## src/rtl/fetch_pc_unit.sv

```systemverilog
// Program counter and in-order instruction fetch. Tracks issued fetches in a small
// circular queue, hands (pc, inst) pairs to decode, and flushes the wrong path on a taken branch.
module fetch_pc_unit #(
    parameter int              XLEN            = 32,
    parameter logic [XLEN-1:0] RESET_PC        = '0,
    parameter int              MAX_OUTSTANDING = 2
) (
    input  logic            clk,
    input  logic            reset,
    output logic            imem_req_valid,
    input  logic            imem_req_ready,
    output logic [XLEN-1:0] imem_req_addr,
    input  logic            imem_rsp_valid,
    input  logic [31:0]     imem_rsp_data,
    output logic            if_valid,
    input  logic            if_ready,
    output logic [XLEN-1:0] if_pc,
    output logic [31:0]     if_inst,
    input  logic            ex_resolve_valid,
    input  logic            ex_take_branch,
    input  logic [XLEN-1:0] ex_target
);
    localparam int IW = $clog2(MAX_OUTSTANDING);
    localparam int PW = IW + 1;

    typedef struct packed {
        logic [XLEN-1:0] pc;
        logic [31:0]     inst;
        logic            filled;
        logic            killed;
    } entry_t;

    entry_t          q_mem [MAX_OUTSTANDING];
    logic [XLEN-1:0] pc_q;
    logic [PW-1:0]   alloc_q, fill_q, head_q, head_nxt, count;
    logic            redirect, issue, rsp_has_slot, rsp_acc, head_live, deliver, drop;
    entry_t          head_e;
    logic            unused_tgt_lsb;

    // Target is word aligned; its low bits carry no information.
    assign unused_tgt_lsb = ^ex_target[1:0];

    assign redirect     = ex_resolve_valid & ex_take_branch;
    // Extra pointer bit distinguishes a full queue from an empty one.
    assign count        = alloc_q - head_q;
    assign imem_req_valid = !reset && (count < PW'(MAX_OUTSTANDING)) && !redirect;
    assign imem_req_addr  = pc_q;
    assign issue        = imem_req_valid & imem_req_ready;
    assign rsp_has_slot = fill_q != alloc_q;
    assign rsp_acc      = imem_rsp_valid & rsp_has_slot;

    assign head_e    = q_mem[head_q[IW-1:0]];
    assign head_live = count != '0;
    assign if_valid  = head_live & head_e.filled & !head_e.killed & !redirect;
    assign if_pc     = head_e.pc;
    assign if_inst   = head_e.inst;
    assign deliver   = if_valid & if_ready;
    assign drop      = head_live & head_e.filled & head_e.killed;

    // On redirect every filled entry is wrong-path, so head skips straight to fill.
    assign head_nxt = redirect ? fill_q + PW'(rsp_acc) : head_q + PW'(deliver | drop);

    always_ff @(posedge clk or posedge reset) begin
        if (reset) begin
            pc_q    <= RESET_PC;
            alloc_q <= '0;
            fill_q  <= '0;
            head_q  <= '0;
            for (int i = 0; i < MAX_OUTSTANDING; i++) q_mem[i] <= '0;
        end else begin
            if (redirect)   pc_q <= {ex_target[XLEN-1:2], 2'b00};
            else if (issue) pc_q <= pc_q + XLEN'(4);
            if (issue)   alloc_q <= alloc_q + PW'(1);
            if (rsp_acc) fill_q  <= fill_q + PW'(1);
            head_q <= head_nxt;
            // Unfilled entries are still in flight; their responses get dropped on arrival.
            for (int i = 0; i < MAX_OUTSTANDING; i++)
                if (redirect && !q_mem[i].filled) q_mem[i].killed <= 1'b1;
            if (issue) begin
                q_mem[alloc_q[IW-1:0]].pc     <= pc_q;
                q_mem[alloc_q[IW-1:0]].inst   <= '0;
                q_mem[alloc_q[IW-1:0]].filled <= 1'b0;
                q_mem[alloc_q[IW-1:0]].killed <= 1'b0;
            end
            if (rsp_acc) begin
                q_mem[fill_q[IW-1:0]].inst   <= imem_rsp_data;
                q_mem[fill_q[IW-1:0]].filled <= 1'b1;
            end
        end
    end

    always @(posedge clk) begin
        if (!reset && imem_rsp_valid)
            assert (rsp_has_slot) else $error("fetch_pc_unit: imem response with no outstanding request");
    end
endmodule

```

## config.mk

```make
export PLATFORM = sky130hd
export DESIGN_NAME = fetch_pc_unit
export DESIGN_NICKNAME = d
export VERILOG_FILES = /design/src/rtl/fetch_pc_unit.sv
export SDC_FILE = /design/constraint.sdc
export NUM_CORES = 1
export LEC_CHECK = 0
export ABC_AREA = 1
export CAP_MARGIN = 15
export CELL_PAD_IN_SITES_DETAIL_PLACEMENT = 2
export CELL_PAD_IN_SITES_GLOBAL_PLACEMENT = 2
export CORE_AREA = 8 8 184 186
export DETAILED_ROUTE_END_ITERATION = 12
export DIE_AREA = 0 0 192 194
export GPL_TIMING_DRIVEN = 0
export PLACE_DENSITY = 0.76
export SYNTH_ARGS = -nofsm -noshare
export SYNTH_HDL_FRONTEND = slang
export SYNTH_SLANG_ARGS = --single-unit
```

## constraint.sdc

```tcl
create_clock -name clk -period 15.8 [get_ports clk]
set_clock_uncertainty 0.15 [all_clocks]
set_input_delay 3.16 -clock clk [delete_from_list [all_inputs] [get_ports clk]]
set_output_delay 3.16 -clock clk [all_outputs]
set_load 0.01 [all_outputs]
```

# After elaboration in Yosys (flattened, before gate mapping)
# Cells that the tools add are included.
[totals]
regBits = 170
in_bits = 71
output_inout_bits = 98
[op_classes]
add_sub_neg = 6
order_cmp = 6
eq_ne = 1
muxes = 28
n_bitwise = 12
n_reduce_logical = 13
[ops]
columns = ["cell", "count"]
rows = [
  ["bitwise mux 132 bit", 6],
  ["demux 66 bit (select 1 bit)", 6],
  ["two-way mux 132 bit", 2],
  ["two-way mux 66 bit", 4],
  ["two-way mux 34 bit", 2],
  ["two-way mux 32 bit", 2],
  ["adder 32 x 3 -> 32 bit, second input constant", 1],
  ["AND 1 bit", 8],
  [">= comparator 2 bit, second input constant", 3],
  ["logical AND 1 bit", 6],
  ["two-way mux 2 bit", 3],
  ["NOT 1 -> 2 bit", 3],
  ["logical NOT 1 bit", 5],
  ["adder 2 x 1 -> 2 bit", 2],
  ["adder 2 x 1 -> 2 bit, second input constant", 2],
  ["less-than comparator 2 x 1 -> 1 bit, second input constant", 2],
  ["nonzero test 2 bit", 2],
  ["two-way mux 1 bit", 3],
  ["less-than comparator 2 bit, second input constant", 1],
  ["!= test 2 bit", 1],
  ["subtractor 2 bit", 1],
  ["OR 1 bit", 1],
]

# Logic depth before layout (Yosys ltp)
# Gate-level depths: netlist (run 1).
[logic_depth]
word_depth = 13
mapped_depth = 14
ltp_nobuf = 13

# Least setup slack after synthesis (run 1)
# Ideal clock, no wire load.
[synth_timing]
kind = "input-to-output"
from = "in ex_resolve_valid"
to = "out if_valid"
t_arrival_ns = 4.038
t_required_ns = 12.490
slack_ns = 8.452
cell_stages = 5
n_path_buf = 2
path_cell_list = "nand2_2 -> inv_2 -> clkbuf_1 -> clkbuf_1 -> nor3_1"
[synth_via]
elab_chain_len = 3
[synth_rtl]
columns = ["element", "line_no", "source"]
rows = [
  ["start, declared", "19", "input logic ex_resolve_valid,"],
  ["AND 1 bit", "43", "assign redirect = ex_resolve_valid & ex_take_branch;"],
  ["logical NOT 1 bit", "54", "assign if_valid = head_live & head_e.filled & !head_e.killed & !redirect;"],
  ["AND 1 bit", "54", ""],
  ["end, declared", "15", "output logic if_valid,"],
]
# Every way passes these cells.

# Worst setup path after layout (run 1)
# Same ends and word-level chain as after synthesis.

==> results of run 1 <==
per-layer routing:
metal	part of all wire [%]	vias to the layer above	track usage, %
li1	-	3758	-
met1	44	3982	23.5
met2	50	154	33.3
met3	4.4	31	3.38
met4	1.9	0	4.61
met5	0	-	0
registers in the layout, indices dropped and copies added, names as in the netlist:
signal         flops
head_q             2
fill_q             2
alloc_q            2
imem_req_addr     30
q_mem            128
how the worst max path moves through the flow:
stage | to | slack, ns | depth (start not counted)
2_1_floorplan | alloc_q[0] | 8.06 | 1
3_3_place_gp | q_mem[72] | 5.14 | 2
3_5_place_dp | if_valid | 6.81 | 7
4_1_cts | if_valid | 6.80 | 7
5_1_grt | if_valid | 6.72 | 7
6_report | if_valid | 6.86 | 7
power groups by stage:
stage                     combinational [mW]  sequential, mW  clock, mW
after floorplan                        0.634           0.729          0
after global placement                  1.12           0.763          0
after detailed placement                1.16           0.771          0
after CTS                               1.17           0.768      0.428
after global routing                    1.26           0.792      0.438
final                                   1.14           0.768      0.418
area by class of cell:
cell class	instances	area, um^2
Multi-Input combinational cell	714	3870
Fill cell	3510	19500
Inverter	119	454
Timing Repair Buffer	163	1650
Clock inverter	14	139
Buffer	59	412
Tap cell	402	503
Clock buffer	18	439
Sequential cell	164	4100
cells by family (layout without fill, tap and decap cells):
family / Yosys count / after routing / synth area share, %
DFF: 164 / 164 / 46.5
and+or+nand+nor: 481 / 481 / 25.6
xor gates and xnor gates: 6 / 6 / 0.681
other: 1 / 4 / 0.0425
adders and majority gates: 4 / 4 / 0.568
AOI/OAI and AO/OA: 186 / 186 / 12.7
buffers and inverters: 178 / 373 / 9.73
muxes: 33 / 33 / 4.21
layout by cell type (no fill, tap or decap), drive strengths merged:
| master | netlist | final |
|---|---|---|
| buf | 45 | 46 |
| conb | 1 | 4 |
| and2 | 1 | 1 |
| dfrtp | 164 | 164 |
| nor2 | 76 | 76 |
| xor2 | 5 | 5 |
| nand3b | 2 | 2 |
| nand3 | 110 | 110 |
| o211ai | 2 | 2 |
| nand2 | 284 | 284 |
| or2 | 2 | 2 |
| clkdlybuf4s50 | 0 | 162 |
| a21oi | 3 | 3 |
| nand4 | 2 | 2 |
| clkinv | 0 | 4 |
| ha | 4 | 4 |
| o21a | 1 | 1 |
| nor3 | 4 | 4 |
| xnor2 | 1 | 1 |
| clkbuf | 14 | 32 |
| inv | 119 | 127 |
| mux2 | 33 | 33 |
| a22oi | 2 | 2 |
| clkinvlp | 0 | 2 |
| o21ai | 178 | 178 |
tightest hold or removal path: cells and delay by family (launching register included):
| family | cells | cell delay [ns] |
|---|---|---|
| compound gates | 1 | 0.06 |
| simple gates | 1 | 0.05 |
| flops | 1 | 0.35 |
per-stage QoR:
step / instances / hold WS (ns)
detailed placement: 1621 / 0.328
floorplan: 1056 / 0.292
CTS: 1653 / 0.351
global placement: 1620 / 0.308
global route: 1653 / 0.365
finish: 1653 / 0.348
Yosys cell counts (3+ instances only):
cell	number	area share (%)
buf_12	7	1.6
buf_2	24	1.4
nand2_1	280	12
xor2_1	4	0.40
inv_1	113	4.8
buf_4	6	0.51
a21oi_1	3	0.17
nand3_1	63	3.6
nand3_2	46	5.2
buf_1	5	0.21
o21ai_0	83	4.7
dfrtp_1	164	47
buf_6	3	0.38
nor2_1	71	3.0
o21ai_1	49	2.8
nor2_2	3	0.21
nor3_1	4	0.23
mux2_2	33	4.2
inv_2	6	0.26
o21ai_2	46	4.6
ha_1	4	0.57
clkbuf_1	13	0.55
==> qor.yml, run 1 <==
drt-total-wl_um: 34600
worstRegToRegCells: 13
cts_root_buf: "clkbuf_16"
cts_tree: "done"
syn_to_final_growth_pct: 31.2
max_stage_delay_ns: 0.57
required_ns: 12.49
swShare_pct: 42.4
setup_viol: 0
report.power.total_mw: 2.33
synth-seq-cells: 164
min_from: "q_mem[60]"
grt_max_degree: 88
p_seq_share_pct: 33.0
final_layout_size_suffix_gt1_share_pct: 17.5
cpMaxStageDelayCell: "clkdlybuf4s50_1"
comb_power_share_pct: 49.1
p_leak_nw: 5.25
io_buffers: 162
worstSkewPairLatency_ns: 0.44
core_area_mm2: 0.0311
drcViolationCount: 0
die_w_um: 192
regToRegEndpoint: "q_mem[64]"
max_freq_ghz: 0.112
worst_slack_ns: 6.86
drv_cap: 0
holdPathStages: 2
clk_pin_slew_ns: 0.07
rsz0062_at_grt: "no"
min_period_over_period_pct: 56.6
holdPathEnd: "q_mem[60]"
cts_buffers: 17
crit_family: "buffers and inverters"
finalHoldViolCount: 0
reg2reg_setup_slack_ns: 13.14
startpoint: "ex_resolve_valid"
firstDrtPassIters: 4
synth_area_mm2: 0.00882
irDropWorstVdd_uv: 83.1
hp-class: "reg2reg"
grt.total_usage_pct: 18.9
synth_cell_types: 37
final.min_clock_period_ns: 8.94
powerDensity_mw_per_mm2: 201
max-slew-margin-rel_pct: 43.5
pin_count: 169
clockBufferDepth: 2
htreeDepth: 4
tns_ns: 0
yosysWarnings: 0
die_h_um: 194
row_count: 65
overflow: 0
placed_area_mm2: 0.0110
crit_path_end_kind: "output pin"
num_antenna_cells: 0
die_area_mm2: 0.0372
ys.flop_type: "dfrtp_1"
hpwl_um: 25900
path_cells: "clkdlybuf4s50_1 > nand2_2 > inv_2 > clkbuf_1 > clkbuf_1 > nor3_1 > clkdlybuf4s50_1"
timing.critical_path.buf_inv: 5
async_flop_share_pct: 100
drt_iter0_markers: 300
cp-start-kind: "primary input"
switching_power_mw: 0.987
internal_power_mw: 1.34
avgSynthCellArea_um2: 8.37
grt_first_pass_wirelength_um: 54400
synth_cells: 1053
start_util_pct: 28.4
postCtsSetupRepairBufs: 0
vias_per_cell: 4.79
antenna_found_initial: 0
place.gp.congestion: 0.850
ctsHoldBuffers: 0
numClockSinks: 164
drtAntennaViolNets: 0
ys_seq_area_share_pct: 46.5
path_max_fanout: 10
finalNetCount: 1313
synth_edf_count: 0
cts_resized: 0
wl_per_cell_um: 20.9
tightestPinTransition_ns: 0.847
crit_type: "in2out"
utilization_pct: 37.2
p_clk_share_pct: 17.9
grt_pass1_vias: 9105
slew_violations: 0
rr_startpoint: "alloc_q[0]"
place_ws_ns: 6.81
fin_area_mm2: 0.0116
status: "completed"
arrival_ns: 5.63
dr_total_vias: 7925
No activity file was read; power rests on OpenSTA's default activity.
==> run 2: changes to the inputs <==
--- a/config.mk
+++ b/config.mk
@@ -9,11 +9,11 @@
 export CAP_MARGIN = 15
 export CELL_PAD_IN_SITES_DETAIL_PLACEMENT = 2
 export CELL_PAD_IN_SITES_GLOBAL_PLACEMENT = 2
-export CORE_AREA = 8 8 184 186
+export CORE_AREA = 8 8 187 189
 export DETAILED_ROUTE_END_ITERATION = 12
-export DIE_AREA = 0 0 192 194
+export DIE_AREA = 0 0 195 197
 export GPL_TIMING_DRIVEN = 0
-export PLACE_DENSITY = 0.76
+export PLACE_DENSITY = 0.77
 export SYNTH_ARGS = -nofsm -noshare
 export SYNTH_HDL_FRONTEND = slang
 export SYNTH_SLANG_ARGS = --single-unit
==> constraint.sdc (replaced) <==
create_clock -name clk -period 7.9 [get_ports clk]
set_clock_uncertainty 0.15 [all_clocks]
set_input_delay 1.58 -clock clk [delete_from_list [all_inputs] [get_ports clk]]
set_output_delay 1.58 -clock clk [all_outputs]
set_load 0.01 [all_outputs]
==> qor.yml, run 2 (same netlist as run 1, synthesis figures left out) <==
status: "completed"
die_area_mm2: 0.0384
arrival_ns: 4.08
irDropWorstVdd_uv: 168
hp-class: "reg2reg"
grt_busiest_layer: "met2"
report.power.total_mw: 4.68
io_buffers: 162
max_freq_ghz: 0.172
powerDensity_mw_per_mm2: 405
required_ns: 6.17
worstSkewPairLatency_ns: 0.44
row_count: 66
die_h_um: 197
layout_commonest_cell: "nand2_1"
pin_count: 169
rsz0062_at_grt: "no"
hpwl_um: 26600
holdWs_ns: 0.333
postCtsSetupRepairBufs: 0
drt-total-wl_um: 35300
setup_viol: 0
cts_tree: "done"
p_leak_nw: 5.26
start_util_pct: 27.5
tightestPinTransition_ns: 0.850
place_ws_ns: 2.04
final.min_clock_period_ns: 5.81
grt_first_pass_wirelength_um: 55600
cts_root_buf: "clkbuf_16"
crit_type: "in2out"
cp-start-kind: "primary input"
largest_register_ff_count: 128
top_register: "q_mem"
overflow: 0
firstDrtPassIters: 4
clockBufferDepth: 2
clk_pin_slew_ns: 0.07
ctsHoldBuffers: 0
grt.total_usage_pct: 18.6
grt_use_met3_pct: 3.38
drv_cap: 0
dr_total_vias: 8013
met1_usage_pct: 22.4
htreeDepth: 4
finalNetCount: 1313
cts_buffers: 17
numClockSinks: 164
path_max_fanout: 10
tns_ns: 0
layout.cells.most_common_list: "nand2_1, dfrtp_1, clkdlybuf4s50_1"
grt_max_degree: 122
crit_path_end_kind: "output pin"
cts_resized: 0
core_area_mm2: 0.0320
num_antenna_cells: 0
die_w_um: 195
wl_per_cell_um: 21.2
reg2reg_setup_slack_ns: 5.36
worst_slack_ns: 2.09
final_layout_size_suffix_gt1_share_pct: 17.5
grt_pass1_vias: 9425
gr-usage-met2_pct: 33.1
drtAntennaViolNets: 0
drt_iter0_markers: 327
min_period_over_period_pct: 73.6
syn_to_final_growth_pct: 31.3
place.gp.congestion: 0.848
finalHoldViolCount: 0
drcViolationCount: 0
vias_per_cell: 4.83
slew_violations: 0
utilization_pct: 36.1
max-slew-margin-rel_pct: 43.3
antenna_found_initial: 0
run 2: cell count changes in the layout (fill, tap and decap cells not counted):
cell and delta:
clkinvlp_4 -1, inv_8 +4, clkbuf_8 -1, clkinv_4 +1
inv_6 -3
run 2: final timing paths:
kind / to / cells past startpoint / startpoint
max reg2reg: q_mem[60] / 13 / alloc_q[0]
min in group asynchronous: q_mem[105] / 2 / reset
min: q_mem[43] / 2 / q_mem[43]
min reg2reg: q_mem[43] / 2 / q_mem[43]
max: if_valid / 7 / ex_take_branch
max in group asynchronous: q_mem[22] / 3 / reset
run 2: cell type report:
class,instances,area [um^2]
multi-input combinational,714,3870
timing repair buffer,163,1650
inverter,119,454
clock inverter,15,159
sequential,164,4100
buffer,59,412
tap,408,510
fill,3609,20500
clock buffer,17,425
run 2: through the flow:
stage               cell area, um^2  cells
floorplan                      8830   1056
global placement              11000   1626
detailed placement            11000   1627
CTS                           11600   1659
global route                  11600   1659
finish                        11600   1659
run 2: power by group:
group / internal [mW] / switching (mW) / total, mW
Clock: 0.426 / 0.420 / 0.846
Combinational: 1.05 / 1.25 / 2.30
Sequential: 1.20 / 0.338 / 1.54
Total: 2.68 / 2.00 / 4.68
run 2: worst max-delay path, cell delays in order:
cell and delay, ns:
clkdlybuf4s50_1 0.48, nand2_2 0.14, inv_2 0.15, clkbuf_1 0.45, clkbuf_1 0.56, nor3_1 0.19, clkdlybuf4s50_1 0.53
run 2: routing by layer:
| metal | up-vias | share of wire, % |
|---|---|---|
| met2 | 180 | 50 |
| met1 | 4041 | 43 |
| met4 | 0 | 3.0 |
| met5 | - | 0 |
| li1 | 3743 | - |
| met3 | 49 | 3.9 |
==> run 3: changes to the inputs <==
==> constraint.sdc (replaced) <==
create_clock -name clk -period 5.2 [get_ports clk]
set_clock_uncertainty 0.15 [all_clocks]
set_input_delay 1.04 -clock clk [delete_from_list [all_inputs] [get_ports clk]]
set_output_delay 1.04 -clock clk [all_outputs]
set_load 0.01 [all_outputs]
==> qor.yml, run 3 (same netlist as run 1, synthesis figures left out) <==
status: "completed"
path_max_fanout: 10
route.met3.wl_um: 1170
placed_area_mm2: 0.0110
grt_first_pass_wirelength_um: 55400
final_layout_size_suffix_gt1_share_pct: 17.7
tightestPinTransition_ns: 0.808
largest_register_ff_count: 128
max_freq_ghz: 0.210
finalNetCount: 1316
fillers: 3604
place.gp.congestion: 0.840
numClockSinks: 164
num_antenna_cells: 0
layout_commonest_cell: "nand2_1"
max-slew-margin-rel_pct: 46.1
slew_violations: 0
cts_buffers: 17
worst_slack_ns: 0.433
ctsHoldBuffers: 0
row_count: 66
crit_family: "buffers and inverters"
cts_tree: "done"
firstDrtPassIters: 6
cpMaxStageDelayCell: "clkbuf_1"
htreeDepth: 4
cts_resized: 0
reg2reg_setup_slack_ns: 2.69
wl_met1_um: 15400
max_stage_delay_ns: 0.56
pin_count: 169
drv_cap: 0
overflow: 0
die_h_um: 197
core_area_mm2: 0.0320
crit_type: "in2out"
p_leak_nw: 5.27
clockBufferDepth: 2
io_buffers: 162
fin_area_mm2: 0.0116
cts_root_buf: "clkbuf_16"
min_period_over_period_pct: 91.7
syn_to_final_growth_pct: 32.0
tns_ns: 0
finalHoldViolCount: 0
antenna_found_initial: 0
die_w_um: 195
rsz0062_at_grt: "no"
timing.critical_path.buf_inv: 5
path_cells: "clkdlybuf4s50_1 > nand2_2 > inv_2 > clkbuf_1 > clkbuf_1 > nor3_1 > clkdlybuf4s50_1"
hpwl_um: 27000
drt_iter0_markers: 333
wl_per_cell_um: 21.2
grt_max_degree: 41
seqCellArea_mm2: 0.00410
arrival_ns: 3.58
setup_viol: 0
drtAntennaViolNets: 0
top_layer: "met4"
multi_input_area_mm2: 0.00387
vias_per_cell: 4.83
start_util_pct: 27.5
hp-class: "reg2reg"
clk_pin_slew_ns: 0.07
grt.total_usage_pct: 18.6
die_area_mm2: 0.0384
worstSkewPairLatency_ns: 0.44
grt_pass1_vias: 9314
drcViolationCount: 0
routed-wl-met2_um: 18100
required_ns: 4.01
crit_path_end_kind: "output pin"
postCtsSetupRepairBufs: 0
dr_total_vias: 8024
top_register: "q_mem"
powerDensity_mw_per_mm2: 614
drt-total-wl_um: 35200
layout.cells.most_common_list: "nand2_1, dfrtp_1, clkdlybuf4s50_1"
final.min_clock_period_ns: 4.77
cp-start-kind: "primary input"
irDropWorstVdd_uv: 251
place_ws_ns: 0.469
==> run 3: cell count changes in the layout (fill, tap and decap cells not counted), sizes merged <==
cell / delta
buf: +3
inv: -1
clkinvlp: +3
bufinv: +1
clkbuf: +1
clkinv: -4
==> run 3: where the power goes <==
group          internal, mW  switching [mW]  total [mW]
Clock                 0.696           0.608        1.30
Sequential             1.83           0.513        2.34
Combinational          1.60            1.90        3.50
==> run 3: area by class of cell <==
cell class                      instances  share of cell area (%)
Sequential cell                       164                    35.3
Multi-Input combinational cell        714                    33.2
Timing Repair Buffer                  166                    14.6
Tap cell                              408                    4.39
Inverter                              119                    3.87
Clock buffer                           18                    3.77
Buffer                                 59                    3.54
Clock inverter                         14                    1.33
==> run 3: stage by stage <==
stage / utilization, % / cells / hold slack [ns] / power [mW]
after floorplan: - / 1056 / 0.292 / 4.14
after global placement: 34.2 / 1626 / 0.308 / 5.75
final: 36.3 / 1662 / 0.330 / 7.15
after global routing: 36.3 / 1662 / 0.378 / 7.63
after CTS: 36.3 / 1662 / 0.329 / 7.27
after detailed placement: 34.5 / 1630 / 0.313 / 5.90
==> run 3: path summary, 6_finish.rpt <==
| check | start | depth (start not counted) | end |
|---|---|---|---|
| max | ex_resolve_valid | 7 | if_valid |
| min | q_mem[43] | 2 | q_mem[43] |
| max reg2reg | alloc_q[0] | 13 | q_mem[60] |
| min reg2reg | q_mem[43] | 2 | q_mem[43] |
| max in group asynchronous | reset | 4 | q_mem[9] |
| min in group asynchronous | reset | 2 | q_mem[105] |
==> run 3: tightest hold or removal path, delay by kind of cell (launching register included) <==
family / cells / cell delay [ns]
AND/OR/NAND/NOR: 2 / 0.11
flip-flops: 1 / 0.35
==> run 3: per-layer routing <==
layer | GRT usage [%] | vias to the layer above
met5 | 0 | -
met1 | 22.3 | 4067
li1 | - | 3758
met2 | 33.9 | 165
met3 | 3.31 | 34
met4 | 4.72 | 0
